[config.mk]
export PLATFORM = sky130hd
export DESIGN_NAME = mdio_arbiter_flat
export DESIGN_NICKNAME = d
export VERILOG_FILES = /design/src/rtl/mdio_arbiter_if.sv /design/src/rtl/mdio_arbiter.sv /design/src/flat_wrapper.sv
export SDC_FILE = /design/constraint.sdc
export NUM_CORES = 1
export LEC_CHECK = 0
export BUFFER_PORTS_ARGS = -buffer_cell sky130_fd_sc_hd__buf_2
export CAP_MARGIN = 0
export CORE_MARGIN = 5
export CORE_UTILIZATION = 47
export CTS_CLUSTER_DIAMETER = 60
export CTS_CLUSTER_SIZE = 10
export DETAILED_ROUTE_END_ITERATION = 16
export PLACE_DENSITY = 0.92
export SYNTH_ARGS = -nofsm -noshare
export SYNTH_HDL_FRONTEND = slang
export SYNTH_SLANG_ARGS = --single-unit
[constraint.sdc]
create_clock -name clk -period 2.62 [get_ports clk]
set_clock_uncertainty 0.2 [all_clocks]
set_input_delay 0.786 -clock clk [delete_from_list [all_inputs] [get_ports clk]]
set_output_delay 0.786 -clock clk [all_outputs]
set_load 0.05 [all_outputs]
[src/rtl/mdio_arbiter_if.sv]
// rtl/mdio_arbiter_if.sv - command/status bundle between the MDIO arbiter and the MDIO engine
interface mdio_arbiter_if;
  logic        req_enb;
  logic [1:0]  req_op;
  logic [4:0]  phy_addr;
  logic [4:0]  reg_addr;
  logic [15:0] data_phy;
  logic        work_flag;
  logic [15:0] data_sta;
  logic        sta_enb;

  modport master (
    output req_enb, req_op, phy_addr, reg_addr, data_phy,
    input  work_flag, data_sta, sta_enb
  );

  modport slave (
    input  req_enb, req_op, phy_addr, reg_addr, data_phy,
    output work_flag, data_sta, sta_enb
  );
endinterface

[src/rtl/mdio_arbiter.sv]
// rtl/mdio_arbiter.sv - round-robin arbiter sharing one MDIO engine among NREQ requesters
module mdio_arbiter #(
  parameter int NREQ    = 4,
  parameter int TMO_CYC = 4096
) (
  input  logic                 clk,
  input  logic                 reset,
  input  logic [NREQ-1:0]      rq_valid,
  input  logic [2*NREQ-1:0]    rq_op,
  input  logic [5*NREQ-1:0]    rq_phy,
  input  logic [5*NREQ-1:0]    rq_reg,
  input  logic [16*NREQ-1:0]   rq_wdata,
  output logic [NREQ-1:0]      rq_done,
  output logic [NREQ-1:0]      rq_err,
  output logic [15:0]          rq_rdata,
  output logic                 arb_busy,
  mdio_arbiter_if.master       mdio
);

  localparam int GW = (NREQ > 1) ? $clog2(NREQ) : 1;
  localparam int TW = $clog2(TMO_CYC + 1);

  typedef enum logic [2:0] {IDLE, ISSUE, WAIT_BUSY, WAIT_DONE, RESP} state_t;

  state_t          state, state_nx;
  logic [GW-1:0]   last_grant, grant, pick;
  logic            found, done_now, err_now, rd_seen, tmo_hit;
  logic [TW-1:0]   tmo_cnt;
  logic [GW:0]     sum;
  logic [1:0]      op_a    [NREQ];
  logic [4:0]      phy_a   [NREQ];
  logic [4:0]      reg_a   [NREQ];
  logic [15:0]     wdata_a [NREQ];

  for (genvar g = 0; g < NREQ; g++) begin : g_unpack
    assign op_a[g]    = rq_op[g*2 +: 2];
    assign phy_a[g]   = rq_phy[g*5 +: 5];
    assign reg_a[g]   = rq_reg[g*5 +: 5];
    assign wdata_a[g] = rq_wdata[g*16 +: 16];
  end

  // Search starts one past the previous winner so every requester gets a turn.
  always_comb begin
    pick  = '0;
    found = 1'b0;
    sum   = '0;
    for (int i = 1; i <= NREQ; i++) begin
      sum = {1'b0, last_grant} + (GW+1)'(i);
      if (sum >= (GW+1)'(NREQ)) sum = sum - (GW+1)'(NREQ);
      if (!found && rq_valid[sum[GW-1:0]]) begin
        found = 1'b1;
        pick  = sum[GW-1:0];
      end
    end
  end

  assign tmo_hit = (tmo_cnt == TW'(TMO_CYC - 1));

  always_ff @(posedge clk or negedge reset) begin
    if (!reset) state <= IDLE;
    else        state <= state_nx;
  end

  always_comb begin
    state_nx = state;
    done_now = 1'b0;
    err_now  = 1'b0;
    case (state)
      IDLE: begin
        if (found && !mdio.work_flag)
          state_nx = (op_a[pick] == 2'b01 || op_a[pick] == 2'b10) ? ISSUE : RESP;
      end
      ISSUE: state_nx = WAIT_BUSY;
      WAIT_BUSY: begin
        if (tmo_hit) begin
          err_now  = 1'b1;
          state_nx = IDLE;
        end else if (mdio.work_flag) begin
          state_nx = WAIT_DONE;
        end
      end
      WAIT_DONE: begin
        if (tmo_hit) begin
          err_now  = 1'b1;
          state_nx = IDLE;
        end else if (!mdio.work_flag) begin
          state_nx = RESP;
        end
      end
      RESP: begin
        state_nx = IDLE;
        if (mdio.req_op == 2'b01 || (mdio.req_op == 2'b10 && rd_seen)) done_now = 1'b1;
        else                                                           err_now  = 1'b1;
      end
      default: state_nx = IDLE;
    endcase
  end

  always_ff @(posedge clk or negedge reset) begin
    if (!reset) begin
      last_grant    <= GW'(NREQ - 1);
      grant         <= '0;
      mdio.req_op   <= '0;
      mdio.phy_addr <= '0;
      mdio.reg_addr <= '0;
      mdio.data_phy <= '0;
      rq_rdata      <= '0;
      rd_seen       <= 1'b0;
      tmo_cnt       <= '0;
    end else begin
      if (state == IDLE && state_nx != IDLE) begin
        grant         <= pick;
        last_grant    <= pick;
        mdio.req_op   <= op_a[pick];
        mdio.phy_addr <= phy_a[pick];
        mdio.reg_addr <= reg_a[pick];
        mdio.data_phy <= wdata_a[pick];
        rd_seen       <= 1'b0;
      end
      if (state == ISSUE)
        tmo_cnt <= '0;
      else if (state == WAIT_BUSY || state == WAIT_DONE)
        tmo_cnt <= tmo_cnt + 1'b1;
      // Capture even in the cycle work_flag drops so a late strobe is not lost.
      if (state == WAIT_DONE && mdio.sta_enb) begin
        rq_rdata <= mdio.data_sta;
        rd_seen  <= 1'b1;
      end
    end
  end

  always_comb begin
    rq_done        = '0;
    rq_err         = '0;
    rq_done[grant] = done_now;
    rq_err[grant]  = err_now;
  end

  assign mdio.req_enb = (state == ISSUE);
  assign arb_busy     = (state != IDLE);

endmodule

[src/flat_wrapper.sv]
// flat-port wrapper written by rule: the top's interface ports become plain ports
module mdio_arbiter_flat 
#(
  parameter int NREQ    = 4,
  parameter int TMO_CYC = 4096
)
  (clk, reset, rq_valid, rq_op, rq_phy, rq_reg, rq_wdata, rq_done, rq_err, rq_rdata, arb_busy, mdio_req_enb, mdio_req_op, mdio_phy_addr, mdio_reg_addr, mdio_data_phy, mdio_work_flag, mdio_data_sta, mdio_sta_enb);
  mdio_arbiter_if mdio_i ();
  input  logic clk;
  input  logic reset;
  input  logic [NREQ-1:0] rq_valid;
  input  logic [2*NREQ-1:0] rq_op;
  input  logic [5*NREQ-1:0] rq_phy;
  input  logic [5*NREQ-1:0] rq_reg;
  input  logic [16*NREQ-1:0] rq_wdata;
  output logic [NREQ-1:0] rq_done;
  output logic [NREQ-1:0] rq_err;
  output logic [15:0] rq_rdata;
  output logic arb_busy;
  output wire logic [$bits(mdio_i.req_enb)-1:0] mdio_req_enb;
  output wire logic [$bits(mdio_i.req_op)-1:0] mdio_req_op;
  output wire logic [$bits(mdio_i.phy_addr)-1:0] mdio_phy_addr;
  output wire logic [$bits(mdio_i.reg_addr)-1:0] mdio_reg_addr;
  output wire logic [$bits(mdio_i.data_phy)-1:0] mdio_data_phy;
  input wire logic [$bits(mdio_i.work_flag)-1:0] mdio_work_flag;
  input wire logic [$bits(mdio_i.data_sta)-1:0] mdio_data_sta;
  input wire logic [$bits(mdio_i.sta_enb)-1:0] mdio_sta_enb;
  assign mdio_req_enb = mdio_i.req_enb;
  assign mdio_req_op = mdio_i.req_op;
  assign mdio_phy_addr = mdio_i.phy_addr;
  assign mdio_reg_addr = mdio_i.reg_addr;
  assign mdio_data_phy = mdio_i.data_phy;
  assign mdio_i.work_flag = mdio_work_flag;
  assign mdio_i.data_sta = mdio_data_sta;
  assign mdio_i.sta_enb = mdio_sta_enb;
  mdio_arbiter #(.NREQ(NREQ), .TMO_CYC(TMO_CYC)) u_core (.clk(clk), .reset(reset), .rq_valid(rq_valid), .rq_op(rq_op), .rq_phy(rq_phy), .rq_reg(rq_reg), .rq_wdata(rq_wdata), .rq_done(rq_done), .rq_err(rq_err), .rq_rdata(rq_rdata), .arb_busy(arb_busy), .mdio(mdio_i));
endmodule
==> impl_results.md, run 1 <==
- Status: finished with violations
- Failing checks: negative setup slack
- Cell Area, Placed: 0.00497 mm^2
- Worst Hold Class: in -> async
- Die Ht: 101 um
- Clk_lat worst skew: 340 ps
- Clock-pin slew on the worst setup and hold paths: 80 ps
- Endpoint class of the critical path: primary output
- Synthesized flop and latch total: 65
- Die Wd: 101 um
- Static Leak: 2.79 nW
- Mapped Cells: 348
- Max_cap viols: 0
- # diodes: 0
- Top-count cell post-synth: dfrtp_1
- Post-synth top flop: dfrtp_1
- Setup TNS: -589 ps
- Layout fillers: 648
- Vias/cell: 5.17
- Hold Slack: 263 ps
- CP startpoint kind: flop
- Layout Area Growth over Synthesis: 39.2%
- Rel. slew slack: 0.576
- Register area: 0.00163 mm^2
- Drt pass-1 iters: 4
- GPL Wtd Cong: 0.783
- Sequential area share after synthesis: 0.423
- Yosys warns: 0
- Fin crit period: 2780 ps
- Worst path required time: 1630 ps
- I/O pin count: 190
- Total clock sinks: 65
- Mapped Nets: 485
- Total CTS buffers: 9
- Leading area contributor after synthesis: dfrtp_1
- 1st-iter DRT viols: 83
- Slew Limit Fails: 0
- Fin area: 0.00537 mm^2
- CTS tree: yes
- Initial antenna violation count: 0
- Total Wirelength: 10.5 mm
- Final antenna-violating net count: 0
- Largest net degree at the start of global routing: 40
- H-tree levels: 3
- Yosys top cell area share: 0.409
- Synthesized area per cell: 11.1 um^2
- Synth cell types: 44
- Drt drc: 0
- Gr usage total: 0.208
- Fraction of layout cells with a size suffix above 1: 0.562
- Initial Utilization: 0.476
- Synth top cells by count: dfrtp_1 (63), mux2i_1 (61), mux2_2 (44)
- Port Buffers: 189
- Die ar.: 0.0101 mm^2
- Clock Path Buffers: 2
- # setup viols final: 4
- Vias in the first global route: 3630
- Area of the multi-input gates: 0.00208 mm^2
- Tot Pwr: 6.60 mW
- Max FO, Critical Path: 4
- Vias: 3424
- Num rows: 33
- Core Area: 0.00809 mm^2
- Worst path slowest cell: dfrtp_1
- CTS Root Cell: clkbuf_8
- Post-synth EDFFs: 0
- Top post-synthesis cells by area: dfrtp_1 (41%), mux2i_1 (16%), mux2_2 (13%), o21ai_2 (4.3%), nand2_1 (4.0%)
- Worst setup margin: -157 ps
- Fin crit share: 1.06
- Pwr per Cell Area: 1230 mW/mm^2
- Max stage delay on crit path: 390 ps
- Final Hold Vio Count: 0
- Slew @ Worst Pin: 636 ps
- Worst path bufs/invs: 1
- Final nets: 689
- HPWL Detailed: 8.19 mm
- Ys async rst share: 1.00
- Max Freq: 360 MHz
- RSZ-0062 raised after global routing: yes
- CTS Hold Bufs: 0
- Arr. time, crit path: 1790 ps
- Top delay family on crit path: simple AND/OR/NAND/NOR gates
- Global route overflow: 0
- Max IR drop VDD: 0.590 mV
- Wire per inst: 15.8 um
- Mapped cell area: 0.00385 mm^2
- First-pass GRT wire length: 16.7 mm
- Cells along the critical path: and4_4 -> and2_4 -> and4b_2 -> a21oi_4 -> nor3_2 -> buf_6
- Critical path class: reg -> out
-- metal layers --
layer / global-route usage / vias to the layer above / part of all wire
met5: 0 / - / 0
met4: 0.0850 / 0 / 0.020
met3: 0.0374 / 21 / 0.061
met2: 0.396 / 123 / 0.56
met1: 0.226 / 1638 / 0.36
li1: - / 1642 / -
-- placed cells by master (no fill, tap or decap), types with 2 or more instances in the layout --
| cell type | n |
|---|---|
| bufinv_16 | 3 |
| dfrtp_1 | 63 |
| o21ai_0 | 2 |
| buf_2 | 181 |
| nand2_1 | 41 |
| mux2_2 | 44 |
| a21oi_1 | 3 |
| clkbuf_8 | 10 |
| o21ai_2 | 19 |
| buf_12 | 7 |
| nand2b_1 | 3 |
| mux2i_1 | 60 |
| inv_1 | 4 |
| nor2b_1 | 2 |
| dfstp_2 | 2 |
| and4_1 | 2 |
| xnor2_1 | 5 |
| nand3_1 | 4 |
| nor2_1 | 17 |
| o21ai_1 | 12 |
| buf_6 | 7 |
| nor3_2 | 2 |
| a22o_1 | 2 |
| and3_1 | 2 |
| nand4_1 | 2 |
| clkinvlp_4 | 2 |
| xor2_1 | 9 |
| buf_4 | 18 |
| nor2_2 | 4 |
-- where the power goes --
| part | total, mW | internal (mW) | switching, mW |
|---|---|---|---|
| Combinational | 3.81 | 1.37 | 2.44 |
| Clock | 1.07 | 0.661 | 0.405 |
| Sequential | 1.72 | 1.43 | 0.290 |
-- through the flow --
stage | setup WS (ps) | std cells | utilization
after global routing | -246 | 662 | 0.663
after CTS | -155 | 659 | 0.657
after global placement | 64.3 | 638 | 0.614
after floorplan | -124 | 348 | -
after detailed placement | -29.2 | 638 | 0.614
final | -157 | 662 | 0.663
-- what timing repair did --
| action | 4_1_cts | 5_1_grt |
|---|---|---|
| pin swaps | 3 | 0 |
| buffers inserted | 5 | 3 |
| setup endpoints to repair | 6 | 8 |
| gates resized for setup | 17 | 11 |
-- cell families after synthesis --
kind of cell / after synthesis / share of synthesized area
buffers and inverters: 24 / 0.0539
xor gates and xnor gates: 14 / 0.0318
adders and majority gates: 1 / 0.00325
and+or+nand+nor: 93 / 0.114
DFF: 65 / 0.423
AOI/OAI and AO/OA: 46 / 0.0873
muxes: 105 / 0.287
-- worst paths after layout --
path                                           end               startpoint  cells after the start  slack [ps]
min                             u_core.rq_rdata[1]                    reset                      1         260
max reg2reg                u_core.mdio.data_phy[6]     u_core.last_grant[1]                      6         500
max                                      rq_err[0]        u_core.tmo_cnt[6]                      6        -160
max in group asynchronous          u_core.state[1]                    reset                      2        1360
min reg2reg                u_core.mdio.phy_addr[2]  u_core.mdio.phy_addr[2]                      2         280
min in group clk           u_core.mdio.phy_addr[2]  u_core.mdio.phy_addr[2]                      2         280
-- final cells by class --
type	instances	share of cell area
Sequential cell	65	0.304
Tap cell	105	0.0245
Multi-Input combinational cell	259	0.388
Clock inverter	6	0.0212
Timing Repair Buffer	213	0.235
Inverter	4	0.00280
Clock buffer	10	0.0256
-- sequential cells by signal (all words and copies together), names as in the netlist --
name and cells:
u_core.last_grant 2, u_core.rd_seen 1, u_core.grant 2, u_core.rq_rdata 16, u_core.mdio.phy_addr 5, u_core.mdio.req_op 2
u_core.mdio.data_phy 16, u_core.state 3, u_core.tmo_cnt 13, u_core.mdio.reg_addr 5
(Power assumes the default switching activity.)
==> run 2, diff against run 1 <==
--- a/config.mk
+++ b/config.mk
@@ -8,11 +8,11 @@
 export BUFFER_PORTS_ARGS = -buffer_cell sky130_fd_sc_hd__buf_2
 export CAP_MARGIN = 0
 export CORE_MARGIN = 5
-export CORE_UTILIZATION = 47
+export CORE_UTILIZATION = 50
 export CTS_CLUSTER_DIAMETER = 60
 export CTS_CLUSTER_SIZE = 10
 export DETAILED_ROUTE_END_ITERATION = 16
-export PLACE_DENSITY = 0.92
+export PLACE_DENSITY = 0.95
 export SYNTH_ARGS = -nofsm -noshare
 export SYNTH_HDL_FRONTEND = slang
 export SYNTH_SLANG_ARGS = --single-unit
==> constraint.sdc (replaced) <==
create_clock -name clk -period 3.6 [get_ports clk]
set_clock_uncertainty 0.2 [all_clocks]
set_input_delay 1.08 -clock clk [delete_from_list [all_inputs] [get_ports clk]]
set_output_delay 1.08 -clock clk [all_outputs]
set_load 0.05 [all_outputs]
==> run 2 against run 1 <==
Against the previous run: the flow now finishes without violations; via count shrank 3.8%; first-iteration DRC count is 6.0% lower; sequential power decreased by 28%; die area decreased by 5.4%; worst hold slack better by 11 ps; utilization rose by 1.1 points; clock-buffer cell count down 1; cell area decreased by 4.4%; sequential share of layout area up 1.4 points; clock power decreased by 16%; combinational power shrank 30%; largest power group unchanged.
==> impl_results.md, run 2 (synthesized netlist as in run 1, its figures left out) <==
- 1st-iter DRT viols: 78
- Commonest non-fill, non-tap cells in the layout: buf_2 (189), dfrtp_1 (63), mux2i_1 (61)
- Gr usage total: 0.214
- Post-CTS sizing: 0
- Arr. time, crit path: 2020 ps
- Post-CTS Setup Repair Bufs: 0
- RSZ-0062 raised after global routing: no
- Setup TNS: 0 ps
- Max FO, Critical Path: 5
- Final antenna-violating net count: 0
- Total CTS buffers: 9
- Core Area: 0.00761 mm^2
- I/O pin count: 190
- Vias in the first global route: 3559
- Die Ht: 97.8 um
- Rel. slew slack: 0.465
- CTS Hold Bufs: 0
- Initial Utilization: 0.507
- Min-delay src: u_core.mdio.reg_addr[0]
- Clk_lat worst skew: 340 ps
- Critical path class: reg -> out
- Final Hold Vio Count: 0
- CP startpoint kind: flop
- Worst Hold Class: reg -> reg
- # setup viols final: 0
- Die Wd: 97.8 um
- Wire per inst: 15.4 um
- Fraction of layout cells with a size suffix above 1: 0.526
- Total Wirelength: 9.92 mm
- Final nets: 674
- Total clock sinks: 65
- Metal1 wirelength: 3.74 mm
- Highest metal used: met4
- Fin crit period: 3300 ps
- CTS tree: yes
- # diodes: 0
- Min-Delay Path Depth: 2
- Worst Reg2Reg Path Length in Cells: 6
- Status: finished, final reports clean
- Largest net degree at the start of global routing: 40
- Drt drc: 0
- Pwr per Cell Area: 932 mW/mm^2
- Fin crit share: 0.917
- Port Buffers: 189
- Max Freq: 303 MHz
- Drt pass-1 iters: 4
- Vias/cell: 5.11
- Clock Path Buffers: 2
- Worst path required time: 2320 ps
- Cell Area, Placed: 0.00484 mm^2
- Slew @ Worst Pin: 800 ps
- Max IR drop VDD: 0.582 mV
- Met3 WL post-DR: 649 um
- First-pass GRT wire length: 16.7 mm
- GPL Wtd Cong: 0.812
- Vias: 3293
- Core Util, Final: 0.675
- Die ar.: 0.00957 mm^2
- Layout Area Growth over Synthesis: 33.1%
- WL met2: 5.30 mm
- Num rows: 32
- CTS Root Cell: clkbuf_8
- Slew Limit Fails: 0
- Critical register-to-register path startpoint: u_core.last_grant[1]
- Largest regs: u_core.mdio.data_phy x16, u_core.rq_rdata x16, u_core.tmo_cnt x13
- Global route overflow: 0
- Endpoint class of the critical path: primary output
- Most common cell after layout, fill and taps aside: buf_2
- Launch point of the critical path: u_core.tmo_cnt[4]
- Fin area: 0.00513 mm^2
- Initial antenna violation count: 0
- Static Leak: 2.70 nW
- HPWL Detailed: 8.01 mm
- H-tree levels: 3
- Clock-pin slew on the worst setup and hold paths: 70 ps
- Max_cap viols: 0
-- run 2: worst paths after layout --
| path | end | slack [ps] |
|---|---|---|
| worst min-delay path | u_core.mdio.reg_addr[0] | 270 |
| worst min register to register | u_core.mdio.reg_addr[0] | 270 |
| worst max-delay path | rq_err[0] | 300 |
| worst max register to register | u_core.mdio.phy_addr[4] | 1270 |
| max in group asynchronous | u_core.mdio.req_op[0] | 1850 |
| min in group asynchronous | u_core.rq_rdata[2] | 610 |
-- run 2: final cells by class --
class                           count  area, um^2
Timing Repair Buffer              198        1040
Tap cell                          102         128
Fill cell                         605        2480
Sequential cell                    65        1630
Multi-Input combinational cell    259        2030
Clock buffer                        9         124
Inverter                            4        15.0
Clock inverter                      7         166
-- run 2: routing by layer --
layer,vias up,GRT usage
met2,116,0.395
met3,20,0.0521
li1,1613,-
met1,1544,0.235
met4,0,0.0852
met5,-,0
-- run 2: power by group --
group / internal (mW) / switching (mW) / total, mW
logic: 0.914 / 1.73 / 2.65
registers: 1.04 / 0.195 / 1.24
clock network: 0.601 / 0.295 / 0.896
total: 2.56 / 2.22 / 4.78
-- run 2: through the flow --
| stage | power [mW] | hold slack, ps | std cells | setup slack [ps] |
|---|---|---|---|---|
| 2_1_floorplan | 3.40 | 247 | 348 | 196 |
| 6_report | 4.78 | 274 | 644 | 300 |
| 4_1_cts | 4.82 | 277 | 644 | 299 |
| 3_3_place_gp | 3.83 | 258 | 628 | 667 |
| 3_5_place_dp | 3.92 | 260 | 628 | 544 |
| 5_1_grt | 5.06 | 290 | 644 | 120 |
-- run 2: critical path, cell delays in order (launching register included) --
cell and delay (ps):
dfrtp_1 410, and4_1 260, and2_1 160, and4b_1 240
a21oi_1 150, nor3_1 170, buf_2 290
==> run 3, diff against run 2 <==
--- a/config.mk
+++ b/config.mk
@@ -8,11 +8,11 @@
 export BUFFER_PORTS_ARGS = -buffer_cell sky130_fd_sc_hd__buf_2
 export CAP_MARGIN = 0
 export CORE_MARGIN = 5
-export CORE_UTILIZATION = 50
+export CORE_UTILIZATION = 42
 export CTS_CLUSTER_DIAMETER = 60
 export CTS_CLUSTER_SIZE = 10
 export DETAILED_ROUTE_END_ITERATION = 16
-export PLACE_DENSITY = 0.95
+export PLACE_DENSITY = 0.87
 export SYNTH_ARGS = -nofsm -noshare
 export SYNTH_HDL_FRONTEND = slang
 export SYNTH_SLANG_ARGS = --single-unit
==> constraint.sdc (replaced) <==
create_clock -name clk -period 2.78 [get_ports clk]
set_clock_uncertainty 0.2 [all_clocks]
set_input_delay 0.834 -clock clk [delete_from_list [all_inputs] [get_ports clk]]
set_output_delay 0.834 -clock clk [all_outputs]
set_load 0.05 [all_outputs]
==> run 3 against run 2 <==
Against the previous run: clock power increased by 11%; die area increased by 17%; power increased by 28%; via count increased by 0.94%; sequential share of layout area decreased by 1.1 points; first-iteration DRC count decreased by 38%; non-clock buffer count increased by 16; clock-buffer cell count increased by 1; register-to-register slack got worse by 690 ps; critical endpoint is now rq_err[2]; largest power group unchanged.
==> impl_results.md, run 3 (synthesized netlist as in run 1, its figures left out) <==
- Largest net degree at the start of global routing: 46
- Core Util, Final: 0.584
- Fin crit period: 2760 ps
- I/O pin count: 190
- Setup TNS: 0 ps
- HPWL Detailed: 7.70 mm
- Cell Area, Placed: 0.00492 mm^2
- Worst Hold Class: in -> async
- Initial antenna violation count: 0
- Fin area: 0.00532 mm^2
- WL met2: 5.06 mm
- CP startpoint kind: flop
- Arr. time, crit path: 1730 ps
- Cells along the critical path: and4_1 -> and2_4 -> and4b_2 -> a21oi_4 -> nor2_1 -> buf_6
- H-tree levels: 3
- Max IR drop VDD: 0.568 mV
- Top delay family on crit path: simple AND/OR/NAND/NOR gates
- Layout Area Growth over Synthesis: 38.0%
- Final nets: 690
- Drt pass-1 iters: 4
- Pwr per Cell Area: 1150 mW/mm^2
- Tot Pwr: 6.11 mW
- Die Ht: 106 um
- Slew Limit Fails: 0
- Max Freq: 362 MHz
- Commonest non-fill, non-tap cells in the layout: buf_2 (184), dfrtp_1 (63), mux2i_1 (61)
- CTS Root Cell: clkbuf_8
- Wire per inst: 14.8 um
- 1st-iter DRT viols: 48
- Status: finished, final reports clean
- # setup viols final: 0
- Endpoint class of the critical path: primary output
- Drt drc: 0
- Critical register-to-register path startpoint: u_core.state[1]
- Hold Slack: 239 ps
- Largest regs: u_core.mdio.data_phy x16, u_core.rq_rdata x16, u_core.tmo_cnt x13
- Fraction of layout cells with a size suffix above 1: 0.556
- Static Leak: 2.79 nW
- Port Buffers: 189
- Global route overflow: 0
- RSZ-0062 raised after global routing: yes
- Met3 WL post-DR: 700 um
- Launch point of the critical path: u_core.tmo_cnt[10]
- Max_cap viols: 0
- GPL Wtd Cong: 0.762
- Max stage delay on crit path: 380 ps
- Vias/cell: 4.97
- Total clock sinks: 65
- First-pass GRT wire length: 16.5 mm
- CTS tree: yes
- Metal1 wirelength: 3.87 mm
- Total CTS buffers: 9
- Highest metal used: met4
- Worst path slowest cell: dfrtp_1
- Fin crit share: 0.993
- Clock-pin slew on the worst setup and hold paths: 80 ps
- # diodes: 0
- Clk_lat worst skew: 340 ps
- Core Area: 0.00911 mm^2
- Rel. slew slack: 0.686
- Final Hold Vio Count: 0
- Critical path class: reg -> out
- Slew @ Worst Pin: 471 ps
- Most common cell after layout, fill and taps aside: buf_2
- Die Wd: 106 um
- Num rows: 35
- Max FO, Critical Path: 4
- Total Wirelength: 9.88 mm
- Die ar.: 0.0112 mm^2
- Initial Utilization: 0.423
- Worst path required time: 1750 ps
- Worst path bufs/invs: 1
- Final antenna-violating net count: 0
- Gr usage total: 0.181
- Clock Path Buffers: 2
- CTS Hold Bufs: 0
- Vias in the first global route: 3567
- Vias: 3324
==> run 3: cell count changes in the layout (fill, tap and decap cells not counted), sizes merged <==
cell    before  now
buf        198  213
bufinv       5    3
clkbuf       9   11
inv          4    5
==> run 3: per-layer routing <==
metal | vias up | track usage
met2 | 122 | 0.313
met4 | 0 | 0.0592
met5 | - | 0
met3 | 28 | 0.0588
met1 | 1535 | 0.213
li1 | 1639 | -
==> run 3: area by class of cell <==
type	instances	area [um^2]
clock inverter	6	115
clock buffer	10	128
sequential	65	1630
tap	111	139
inverter	4	15.0
fill	773	3790
multi-input combinational	259	2070
timing repair buffer	214	1220
==> run 3: through the flow <==
step / setup slack, ps / cells
finish: 20.4 / 669
global route: -79.0 / 669
CTS: 0.594 / 664
detailed placement: 132 / 640
global placement: 181 / 640
floorplan: -11.8 / 348
==> run 3: final timing paths <==
kind                                            end  slack (ps)  cells after the start
min in group clk            u_core.mdio.reg_addr[2]         280                      2
max                                       rq_err[2]          20                      6
min reg2reg                 u_core.mdio.reg_addr[2]         280                      2
max in group asynchronous  u_core.mdio.data_phy[13]        1530                      2
min                               u_core.tmo_cnt[1]         240                      1
max reg2reg                         u_core.grant[0]         580                      5
==> run 3: report_power, final <==
group | internal [mW] | switching, mW | total [mW]
sequential | 1.35 | 0.256 | 1.61
clock | 0.601 | 0.391 | 0.993
combinational | 1.25 | 2.26 | 3.51
==> run 3: timing repair <==
item,in CTS,in global routing
endpoints found under the setup margin,4,7
gates cloned,0,0
pin swaps,5,2
buffers inserted,8,5
gates resized for setup,11,7
